### config.mk
export PLATFORM = sky130hd
export DESIGN_NAME = inst_fetch
export DESIGN_NICKNAME = d
export VERILOG_FILES = /design/src/rtl/inst_fetch_pkg.sv /design/src/rtl/inst_fetch_fifo.sv /design/src/rtl/inst_fetch.sv
export SDC_FILE = /design/constraint.sdc
export NUM_CORES = 1
export LEC_CHECK = 0
export CAP_MARGIN = 20
export CORE_MARGIN = 1
export CORE_UTILIZATION = 49
export CTS_CLUSTER_DIAMETER = 200
export DETAILED_ROUTE_END_ITERATION = 8
export HOLD_SLACK_MARGIN = 0.03
export PLACE_DENSITY = 0.75
export SLEW_MARGIN = 10
export SYNTH_ARGS = -nofsm -noshare
export SYNTH_HDL_FRONTEND = slang
export SYNTH_SLANG_ARGS = --single-unit
### constraint.sdc
create_clock -name clk_i -period 6.56 [get_ports clk_i]
set_input_delay 1.312 -clock clk_i [delete_from_list [all_inputs] [get_ports clk_i]]
set_output_delay 1.312 -clock clk_i [all_outputs]
set_load 0.01 [all_outputs]
### src/rtl/inst_fetch_pkg.sv
// Shared fetch/decode definitions: opcodes, NOP encoding, buffer entry type and
// immediate extraction helpers used by static prediction.
package inst_fetch_pkg;

    localparam logic [6:0]  OPCODE_JAL    = 7'b110_1111;
    localparam logic [6:0]  OPCODE_BRANCH = 7'b110_0011;
    localparam logic [31:0] NOP           = 32'h0000_0013;

    typedef struct packed {
        logic [31:0] pc;
        logic [31:0] ir;
    } fe_entry_t;

    function automatic logic [31:0] jal_imm(input logic [31:0] ir);
        return {{12{ir[31]}}, ir[19:12], ir[20], ir[30:21], 1'b0};
    endfunction

    function automatic logic [31:0] b_imm(input logic [31:0] ir);
        return {{20{ir[31]}}, ir[7], ir[30:25], ir[11:8], 1'b0};
    endfunction

endpackage

### src/rtl/inst_fetch_fifo.sv
// Small instruction buffer holding {pc, ir} entries between memory and decode.
// Flush wins over push/pop; push and pop together are legal at any fill level.
module fetch_fifo
    import inst_fetch_pkg::*;
#(
    parameter int unsigned Depth = 2,
    parameter int unsigned Width = $bits(fe_entry_t)
) (
    input  logic                       clk_i,
    input  logic                       rst_ni,
    input  logic                       flush_i,
    input  logic                       push_i,
    input  logic [Width-1:0]           wdata_i,
    input  logic                       pop_i,
    output logic [Width-1:0]           rdata_o,
    output logic                       empty_o,
    output logic [$clog2(Depth+1)-1:0] count_o
);
    localparam int unsigned PtrW = (Depth > 1) ? $clog2(Depth) : 1;
    localparam int unsigned CntW = $clog2(Depth + 1);

    logic [Width-1:0] mem_q [Depth];
    logic [PtrW-1:0]  wr_ptr_q, wr_ptr_d;
    logic [PtrW-1:0]  rd_ptr_q, rd_ptr_d;
    logic [CntW-1:0]  cnt_q, cnt_d;

    function automatic logic [PtrW-1:0] ptr_inc(input logic [PtrW-1:0] p);
        return (p == PtrW'(Depth - 1)) ? '0 : p + 1'b1;
    endfunction

    always_comb begin
        wr_ptr_d = wr_ptr_q;
        rd_ptr_d = rd_ptr_q;
        cnt_d    = cnt_q;
        if (flush_i) begin
            wr_ptr_d = '0;
            rd_ptr_d = '0;
            cnt_d    = '0;
        end else begin
            if (push_i) wr_ptr_d = ptr_inc(wr_ptr_q);
            if (pop_i)  rd_ptr_d = ptr_inc(rd_ptr_q);
            case ({push_i, pop_i})
                2'b10:   cnt_d = cnt_q + 1'b1;
                2'b01:   cnt_d = cnt_q - 1'b1;
                default: cnt_d = cnt_q;
            endcase
        end
    end

    always_ff @(posedge clk_i or negedge rst_ni) begin
        if (!rst_ni) begin
            wr_ptr_q <= '0;
            rd_ptr_q <= '0;
            cnt_q    <= '0;
        end else begin
            wr_ptr_q <= wr_ptr_d;
            rd_ptr_q <= rd_ptr_d;
            cnt_q    <= cnt_d;
        end
    end

    // Storage needs no reset: cnt_q gates every read of it.
    always_ff @(posedge clk_i) begin
        if (push_i && !flush_i) mem_q[wr_ptr_q] <= wdata_i;
    end

    assign rdata_o = mem_q[rd_ptr_q];
    assign empty_o = (cnt_q == '0);
    assign count_o = cnt_q;

endmodule

### src/rtl/inst_fetch.sv
// Instruction fetch stage: issues word fetches, buffers responses, hands one
// instruction per cycle to decode and applies static prediction and redirects.
module inst_fetch
    import inst_fetch_pkg::*;
#(
    parameter logic [31:0] RESET_PC   = 32'h0000_0000,
    parameter int unsigned FIFO_DEPTH = 2
) (
    input  logic        clk_i,
    input  logic        rst_ni,
    output logic        imem_req_o,
    output logic [31:0] imem_addr_o,
    input  logic        imem_rvalid_i,
    input  logic [31:0] imem_rdata_i,
    input  logic        de_stall_i,
    input  logic        branch_predict_err_i,
    input  logic [31:0] de2fe_branch_target_i,
    input  logic        ex2fe_redirect_i,
    input  logic [31:0] ex2fe_redirect_pc_i,
    output logic [31:0] fe2de_pc_ffout_o,
    output logic [31:0] fe2de_ir_ffout_o,
    output logic        fe2de_predict_bxxtaken_ffout_o,
    output logic        fe2de_rv16_ffout_o,
    output logic        fe2de_valid_ffout_o
);
    localparam int unsigned CntW = $clog2(FIFO_DEPTH + 1);

    logic [31:0]     fetch_pc_q, fetch_pc_d;
    logic [31:0]     resp_pc_q, resp_pc_d;
    logic [CntW-1:0] out_cnt_q, out_cnt_d;
    logic [CntW-1:0] drop_cnt_q, drop_cnt_d;
    logic [31:0]     pc_q, pc_d;
    logic [31:0]     ir_q, ir_d;
    logic            pred_q, pred_d;
    logic            valid_q, valid_d;

    logic            fifo_push, fifo_pop, fifo_empty;
    logic [CntW-1:0] fifo_count;
    fe_entry_t       fifo_head, fifo_wdata;

    logic            ex_redir, bp_redir, pred_redir, redirect, handoff;
    logic            is_jal, is_bneg;
    logic [31:0]     target;
    logic [CntW:0]   occupancy;

    fetch_fifo #(
        .Depth (FIFO_DEPTH),
        .Width ($bits(fe_entry_t))
    ) u_fifo (
        .clk_i   (clk_i),
        .rst_ni  (rst_ni),
        .flush_i (redirect),
        .push_i  (fifo_push),
        .wdata_i (fifo_wdata),
        .pop_i   (fifo_pop),
        .rdata_o (fifo_head),
        .empty_o (fifo_empty),
        .count_o (fifo_count)
    );

    // Redirect arbitration: execute > decode mispredict > fetch-side prediction.
    always_comb begin
        ex_redir   = ex2fe_redirect_i;
        bp_redir   = branch_predict_err_i && !de_stall_i && !ex_redir;
        handoff    = !de_stall_i && !ex_redir && !bp_redir;
        fifo_pop   = handoff && !fifo_empty;
        is_jal     = (fifo_head.ir[6:0] == OPCODE_JAL);
        is_bneg    = (fifo_head.ir[6:0] == OPCODE_BRANCH) && fifo_head.ir[31];
        pred_redir = fifo_pop && (is_jal || is_bneg);
        redirect   = ex_redir || bp_redir || pred_redir;
        if (ex_redir) begin
            target = ex2fe_redirect_pc_i;
        end else if (bp_redir) begin
            target = de2fe_branch_target_i;
        end else if (is_jal) begin
            target = fifo_head.pc + jal_imm(fifo_head.ir);
        end else begin
            target = fifo_head.pc + b_imm(fifo_head.ir);
        end
        target = target & ~32'h3;
    end

    // A word being popped this cycle frees its slot for a new request.
    always_comb begin
        occupancy   = {1'b0, out_cnt_q} + {1'b0, fifo_count} - {{CntW{1'b0}}, fifo_pop};
        // Gating with reset keeps the bus idle while held in reset.
        imem_req_o  = rst_ni && !redirect && (occupancy < (CntW + 1)'(FIFO_DEPTH));
        imem_addr_o = imem_req_o ? fetch_pc_q : '0;
        fifo_push   = imem_rvalid_i && (drop_cnt_q == '0) && !redirect;
        fifo_wdata  = '{pc: resp_pc_q, ir: imem_rdata_i};
    end

    always_comb begin
        case ({imem_req_o, imem_rvalid_i})
            2'b10:   out_cnt_d = out_cnt_q + 1'b1;
            2'b01:   out_cnt_d = out_cnt_q - 1'b1;
            default: out_cnt_d = out_cnt_q;
        endcase

        drop_cnt_d = drop_cnt_q;
        fetch_pc_d = fetch_pc_q;
        resp_pc_d  = resp_pc_q;
        if (redirect) begin
            // Everything still in flight after this cycle belongs to the old path.
            drop_cnt_d = out_cnt_d;
            fetch_pc_d = target;
            resp_pc_d  = target;
        end else begin
            if (imem_rvalid_i && (drop_cnt_q != '0)) drop_cnt_d = drop_cnt_q - 1'b1;
            if (imem_req_o) fetch_pc_d = fetch_pc_q + 32'd4;
            if (fifo_push)  resp_pc_d  = resp_pc_q + 32'd4;
        end
    end

    always_comb begin
        pc_d    = pc_q;
        ir_d    = ir_q;
        pred_d  = pred_q;
        valid_d = valid_q;
        if (ex_redir || bp_redir || (handoff && fifo_empty)) begin
            ir_d    = NOP;
            pred_d  = 1'b0;
            valid_d = 1'b0;
        end else if (fifo_pop) begin
            pc_d    = fifo_head.pc;
            ir_d    = fifo_head.ir;
            pred_d  = is_bneg;
            valid_d = 1'b1;
        end
    end

    always_ff @(posedge clk_i or negedge rst_ni) begin
        if (!rst_ni) begin
            fetch_pc_q <= RESET_PC;
            resp_pc_q  <= RESET_PC;
            out_cnt_q  <= '0;
            drop_cnt_q <= '0;
            pc_q       <= RESET_PC;
            ir_q       <= NOP;
            pred_q     <= 1'b0;
            valid_q    <= 1'b0;
        end else begin
            fetch_pc_q <= fetch_pc_d;
            resp_pc_q  <= resp_pc_d;
            out_cnt_q  <= out_cnt_d;
            drop_cnt_q <= drop_cnt_d;
            pc_q       <= pc_d;
            ir_q       <= ir_d;
            pred_q     <= pred_d;
            valid_q    <= valid_d;
        end
    end

    assign fe2de_pc_ffout_o               = pc_q;
    assign fe2de_ir_ffout_o               = ir_q;
    assign fe2de_predict_bxxtaken_ffout_o = pred_q;
    assign fe2de_rv16_ffout_o             = 1'b0;
    assign fe2de_valid_ffout_o            = valid_q;

endmodule

==> flow_summary.yaml, run 1 <==
placed_design:
  place_ws_ns: 0.369
  place_hpwl_microns: 24900
  placed_cell_area_sq_um: 15400
  gp_congestion: 0.879
  numPortBuffers: 192
  dp_cells: 1743
logic_synthesis:
  ys_warn_count: 0
  synth_top_area_cell: "edfxtp_1"
  synth-compound-area-share_pct: 12.5
  synth_mux_area_share_pct: 6.29
  ys.flop_type: "dfrtp_1"
  synth-simple-area-share_pct: 15.3
  synth_seq_area_share_pct: 53.3
  synth_top_family_by_area: "simple AND/OR/NAND/NOR gates"
  netlist_area_sq_um: 13200
  synth_cell_types: 66
  synth-xor-area-share_pct: 5.97
  synth_edf_count: 124
  syn_area_per_cell_sq_um: 10.5
  ys_seq_elements: 256
  synthAdderAreaFrac_pct: 3.72
  synthArstFlopShare_pct: 51.6
  netlist.area_leader.share_pct: 28.2
  synthTopCellsByArea: "edfxtp_1, dfrtp_1, nand2_1, a21oi_1, ha_1"
  postSynthCellCount: 1261
run_status:
  violations: "design-rule violations"
  status: "finished with violations"
floorplan:
  die_x_microns: 166
  io_pins: 202
  core-area_sq_um: 26200
  rows: 59
  fp.dieH_microns: 166
  die-area_sq_um: 27600
  start_util_pct: 50.3
global_routing:
  grt_pass1_vias: 10000
  grt_max_degree: 71
  grt_pass1_wl_microns: 55000
  grtUsageTotal_pct: 25.4
  grt_overflow: 0
  antenna_found_initial: 0
clock_network:
  clkTransAtPathRegs_ns: 0.06
  clock-sinks: 256
  post_cts_resized: 0
  clk_latency_ns: 0.54
  htreeDepth: 1
  tritoncts: "built"
  hold_buffers: 0
  cts_buffer_depth: 3
  cts_setup_buffers: 0
  cts_buffers: 27
  cts-root-buf: "clkbuf_16"
drt:
  drt_first_iter_violations: 829
  vias: 10300
  drt_first_pass_iters: 7
  via_per_inst: 5.77
  drc: 14
  routed_wirelength_microns: 35100
  post_drt_wl_per_cell_microns: 19.6
  ant_nets: 0
cells_and_area:
  final_common_cell: "nand2_1"
  fill_cells: 2050
  syn_to_final_growth_pct: 24.0
  postLayoutCellArea_sq_um: 16400
  final_core_util_pct: 62.4
  seqCellArea_sq_um: 7030
  drive_gt1_share_pct: 9.05
  final_cells: 1793
  n_antenna_cell: 0
  multi_input_area_sq_um: 5820
  layout.nets: 1577
  mostFrequentLayoutCells: "nand2_1, clkdlybuf4s50_1, dfrtp_1"
hold_path:
  hp-class: "register to register"
  hp-start: "fe2de_pc_ffout_o[28]$_DFFE_PN0P_"
sta:
  drv_slew: 0
  hold_ws_ns: 0.472
  fmax_ghz: 0.160
  layout_setup_ws_ns: 0.326
  grt_setup_unrepaired: "false"
  hold_viol: 0
  finalClockSkew_ns: 0.0234
  setup_violations: 0
  tightest_slew_ns: 0.931
  relSlewSlack_pct: 37.9
  fin_crit_sh_pct: 95.0
  tns_ns: 0
  period_minus_slack_ns: 6.23
critical_path:
  cp_cell_sequence: "clkdlybuf4s50_1 > or3_1 > or2_2 > inv_1 > ha_1 > nor2b_1 > fa_1 > nor3b_2 > buf_4 > and3_2 > clkdlybuf4s50_1"
  cp.arrival_ns: 4.92
  cp_slowest_cell: "clkdlybuf4s50_1"
  worstSetupEndpoint: "imem_addr_o[9]"
  rrSetupSlack_ns: 1.69
  cp.required_ns: 5.25
  worst_r2r_path_depth: 11
  critPathLaunch: "de_stall_i"
  cp_max_fo: 27
  endpoint_kind: "output pin"
  crit_path_start_kind: "input port"
  cpPeakStageDelay_ns: 0.53
  reg2reg_to: "resp_pc_q[24]$_DFFE_PN0P_"
  reg2reg_from: "u_fifo.rd_ptr_q$_DFFE_PN0P_"
  crit_type: "input port to output pin"
  cp_common_cell: "clkdlybuf4s50_1"
pwr:
  p_total_mw: 4.79
  vdd_drop_max_mv: 0.196
  leakage_nw: 6.36
  power_density_nw_per_um2: 293
job:
  drv_cap: 0
## synthesized netlist by cell type, drive strengths merged (3+ instances only)
library cell    n
a211oi         17
xnor2          45
nor2           81
a21o            7
and2            8
dfstp           3
or3             5
nand3          29
mux4            4
a31oi          10
clkbuf         48
buf            18
a22o            7
ha             36
xor2           44
a21oi         100
o211ai         12
o2111ai         4
o22ai           6
o21ai          75
nor2b           4
nand2         207
nor3           24
or2             3
o21a            6
nor4            3
a221oi          3
nand4          15
inv            27
a221o           4
and3           41
mux2i          30
a211o           3
nand2b         14
dfrtp         129
mux2           39
edfxtp        124
## kinds of logic after synthesis
group                      Yosys count
AOI/OAI and AO/OA                  272
xor gates and xnor gates            89
adders and majority gates           38
buffers and inverters               93
DFF                                256
muxes                               73
other                                2
and+or+nand+nor                    438
## power by group
group          switching [mW]  internal [mW]
logic                   0.621          0.536
registers               0.166           1.90
clock network           0.640          0.931
## worst min-delay path by stage
stage               slack, ns                                to  cells after the start
finish                   0.47  fe2de_pc_ffout_o[28]$_DFFE_PN0P_                      2
global route             0.50  fe2de_pc_ffout_o[17]$_DFFE_PN0P_                      2
CTS                      0.48   fe2de_valid_ffout_o$_DFFE_PN0P_                      2
detailed placement       0.46  fe2de_pc_ffout_o[14]$_DFFE_PN0P_                      2
global placement         0.46  fe2de_pc_ffout_o[13]$_DFFE_PN0P_                      2
floorplan                0.46     u_fifo.mem_q[0][63]$_DFFE_PP_                      0
## registers in the layout, indices dropped and copies added (netlist names)
register and flops:
u_fifo.count_o 2, u_fifo.rd_ptr_q 1, fe2de_ir_ffout_o 32, drop_cnt_q 2, resp_pc_q 30, fe2de_pc_ffout_o 30
out_cnt_q 2, u_fifo.mem_q 124, fe2de_valid_ffout_o 1, fe2de_predict_bxxtaken_ffout_o 1, u_fifo.wr_ptr_q 1, fetch_pc_q 30
## layer usage
layer | global-route usage [%] | vias up | share of wire, %
met2 | 38.8 | 426 | 44
met1 | 38.3 | 5007 | 47
li1 | - | 4858 | -
met4 | 6.14 | 0 | 1.8
met5 | 0 | - | 0
met3 | 3.31 | 49 | 7.7
## worst max-delay path, delay by kind of cell
kind                     cells  cell delay (ns)
buffers and inverters        4             1.40
AND/OR/NAND/NOR              5             1.52
adder cells (fa/ha/maj)      2             0.69
## cell type report
| type | instances | area share, % |
|---|---|---|
| clock inverter | 19 | 1.35 |
| tap | 335 | 2.56 |
| inverter | 27 | 0.620 |
| sequential | 256 | 43.0 |
| clock buffer | 31 | 4.28 |
| multi-input combinational | 916 | 35.6 |
| timing repair buffer | 209 | 12.6 |
Note: power is estimated with default switching activity, not from simulation.
==> run 2: changes to the inputs <==
--- a/config.mk
+++ b/config.mk
@@ -7,12 +7,13 @@
 export LEC_CHECK = 0
 export CAP_MARGIN = 20
 export CORE_MARGIN = 1
-export CORE_UTILIZATION = 49
+export CORE_UTILIZATION = 50
 export CTS_CLUSTER_DIAMETER = 200
 export DETAILED_ROUTE_END_ITERATION = 8
 export HOLD_SLACK_MARGIN = 0.03
-export PLACE_DENSITY = 0.75
+export PLACE_DENSITY = 0.76
 export SLEW_MARGIN = 10
 export SYNTH_ARGS = -nofsm -noshare
 export SYNTH_HDL_FRONTEND = slang
+export SYNTH_HIERARCHICAL = 1
 export SYNTH_SLANG_ARGS = --single-unit
==> flow_summary.yaml, run 2 <==
run_status:
  status: "complete, no violations"
cells_and_area:
  largest_reg_flops: 128
  mostFrequentLayoutCells: "nand2_1, clkdlybuf4s50_1, dfrtp_1"
  regMostFlops: "u_fifo/mem_q"
  postLayoutCellArea_sq_um: 16900
  final_common_cell: "nand2_1"
  drive_gt1_share_pct: 10.4
  syn_to_final_growth_pct: 23.0
  layout.nets: 1594
global_routing:
  grt_max_degree: 74
  grt_pass1_wl_microns: 58600
  grt_pass1_vias: 10400
  grt_overflow: 0
  antenna_found_initial: 2
  grtUsageTotal_pct: 27.0
sta:
  grt_setup_unrepaired: "false"
  fmax_ghz: 0.168
  setup_violations: 0
  period_minus_slack_ns: 5.94
  hold_viol: 0
  tns_ns: 0
  tightest_slew_ns: 0.980
  relSlewSlack_pct: 34.7
  fin_crit_sh_pct: 90.6
  finalClockSkew_ns: 0.0222
  hold_ws_ns: 0.473
  drv_slew: 0
clock_network:
  tritoncts: "built"
  clock-sinks: 262
  clk_latency_ns: 0.56
  clkTransAtPathRegs_ns: 0.05
  cts_setup_buffers: 0
  cts_buffers: 27
  cts-root-buf: "clkbuf_16"
  hold_buffers: 0
  htreeDepth: 1
  cts_buffer_depth: 3
  post_cts_resized: 0
critical_path:
  cp_slowest_cell: "or4_4"
  worst_r2r_path_depth: 15
  cp_max_fo: 16
  cp.arrival_ns: 4.63
  cp_cell_sequence: "clkdlybuf4s50_1 > or4_4 > inv_2 > ha_1 > nand2b_1 > fa_1 > xor2_1 > and3_1 > buf_4 > and3_1 > clkdlybuf4s50_1"
  reg2reg_from: "u_fifo/rd_ptr_q$_DFFE_PN0P_"
  endpoint_kind: "output pin"
  reg2reg_to: "resp_pc_q[10]$_DFFE_PN0P_"
  cpPeakStageDelay_ns: 0.56
  rrSetupSlack_ns: 1.45
  crit_path_start_kind: "input port"
  cp.required_ns: 5.25
  crit_type: "input port to output pin"
pwr:
  vdd_drop_max_mv: 0.163
  leakage_nw: 6.86
  power_density_nw_per_um2: 259
logic_synthesis:
  synth_common_cells: "nand2_1, dfrtp_1, edfxtp_1, a21oi_1, nor2_1"
  ys.flop_type: "dfrtp_1"
  netlist_area_sq_um: 13700
  yosysMostFrequentCell: "nand2_1"
  synth_edf_count: 128
  synth_cell_types: 75
  synth_top_area_cell: "edfxtp_1"
  ys_seq_elements: 262
  syn_area_per_cell_sq_um: 10.8
  synthTopCellsByArea: "edfxtp_1, dfrtp_1, nand2_1, mux2_4, ha_1"
  postSynthCellCount: 1269
  ys_warn_count: 6
  netlist.area_leader.share_pct: 28.0
  synthArstFlopShare_pct: 51.1
  synth_seq_area_share_pct: 52.4
drt:
  drt_first_pass_iters: 7
  drt_first_iter_violations: 986
  drc: 0
  ant_nets: 0
  via_per_inst: 5.95
  post_drt_wl_per_cell_microns: 20.8
  vias: 10800
  routed_wirelength_microns: 37800
floorplan:
  fp.dieH_microns: 168
  rows: 60
  core-area_sq_um: 27000
  die_x_microns: 168
  start_util_pct: 51.0
  die-area_sq_um: 28200
  io_pins: 202
job:
  drv_cap: 0
hold_path:
  hp-start: "fe2de_pc_ffout_o[21]$_DFFE_PN0P_"
  hp-class: "register to register"
  whs_path_depth: 2
  min_to: "fe2de_pc_ffout_o[21]$_DFFE_PN0P_"
placed_design:
  numPortBuffers: 194
  placed_cell_area_sq_um: 16000
  place_hpwl_microns: 27300
  gp_congestion: 0.908
[run 2: logic make-up (layout without fill, tap and decap cells)]
| logic type | Yosys count | count (layout) | share of synthesized area (%) |
|---|---|---|---|
| adder cells (fa/ha/maj) | 40 | 40 | 3.75 |
| XOR/XNOR | 71 | 71 | 4.58 |
| buffers and inverters | 86 | 284 | 2.82 |
| AO/OA/AOI/OAI | 288 | 288 | 14.1 |
| other | 1 | 9 | 0.0273 |
| flip-flops | 262 | 262 | 52.4 |
| multiplexers | 70 | 70 | 7.05 |
| AND/OR/NAND/NOR | 451 | 451 | 15.3 |
[run 2: how the worst max path moves through the flow]
stage / from / to / slack, ns / depth (start not counted)
floorplan: branch_predict_err_i / u_fifo/mem_q[0][0]$_DFFE_PP_ / 1.01 / 6
detailed placement: ex2fe_redirect_i / imem_addr_o[27] / 0.65 / 11
global placement: ex2fe_redirect_i / imem_addr_o[20] / 0.70 / 11
finish: ex2fe_redirect_i / imem_addr_o[27] / 0.62 / 11
global route: ex2fe_redirect_i / imem_addr_o[26] / 0.49 / 11
CTS: ex2fe_redirect_i / imem_addr_o[15] / 0.62 / 11
[run 2: power by group]
part	total [mW]	internal [mW]	switching, mW
sequential	2.02	1.88	0.136
clock	1.52	0.883	0.633
combinational	0.847	0.404	0.444
[run 2: per-layer routing]
metal	vias to the layer above	part of all wire, %	global-route usage (%)	wire (microns)
li1	4980	-	-	-
met1	5244	42	36.6	16000
met2	505	47	43.8	17900
met3	69	8.0	5.24	3040
met4	0	2.6	8.62	987
met5	-	0	0	0
[run 2: critical path, delay by kind of cell]
family | cells | cell delay, ns
xor+xnor | 1 | 0.17
buf+inv | 4 | 1.34
fa+ha+maj | 2 | 0.60
simple gates | 4 | 1.21
[run 2: final cells by class]
cell class	instances	area [sq um]
Antenna cell	2	5.00
Clock buffer	43	806
Clock inverter	7	77.6
Fill cell	2122	10100
Inverter	20	75.1
Multi-Input combinational cell	927	6200
Sequential cell	262	7200
Tap cell	341	427
Timing Repair Buffer	214	2100
[run 2: per-stage QoR]
step | setup slack [ns] | util [%] | power (mW) | instances
after floorplan | 1.01 | - | 2.47 | 1275
after global placement | 0.702 | 59.4 | 2.86 | 1763
after detailed placement | 0.647 | 59.4 | 2.88 | 1764
after CTS | 0.625 | 62.7 | 4.40 | 1814
after global routing | 0.495 | 62.7 | 4.56 | 1816
final | 0.618 | 62.7 | 4.38 | 1816
==> run 3: changes to the inputs <==
--- a/config.mk
+++ b/config.mk
@@ -12,6 +12,7 @@
 export DETAILED_ROUTE_END_ITERATION = 8
 export HOLD_SLACK_MARGIN = 0.03
 export PLACE_DENSITY = 0.76
+export SKIP_LAST_GASP = 1
 export SLEW_MARGIN = 10
 export SYNTH_ARGS = -nofsm -noshare
 export SYNTH_HDL_FRONTEND = slang
==> results of run 3 <==
Final layout, timing and power as in run 2 (identical DEF).
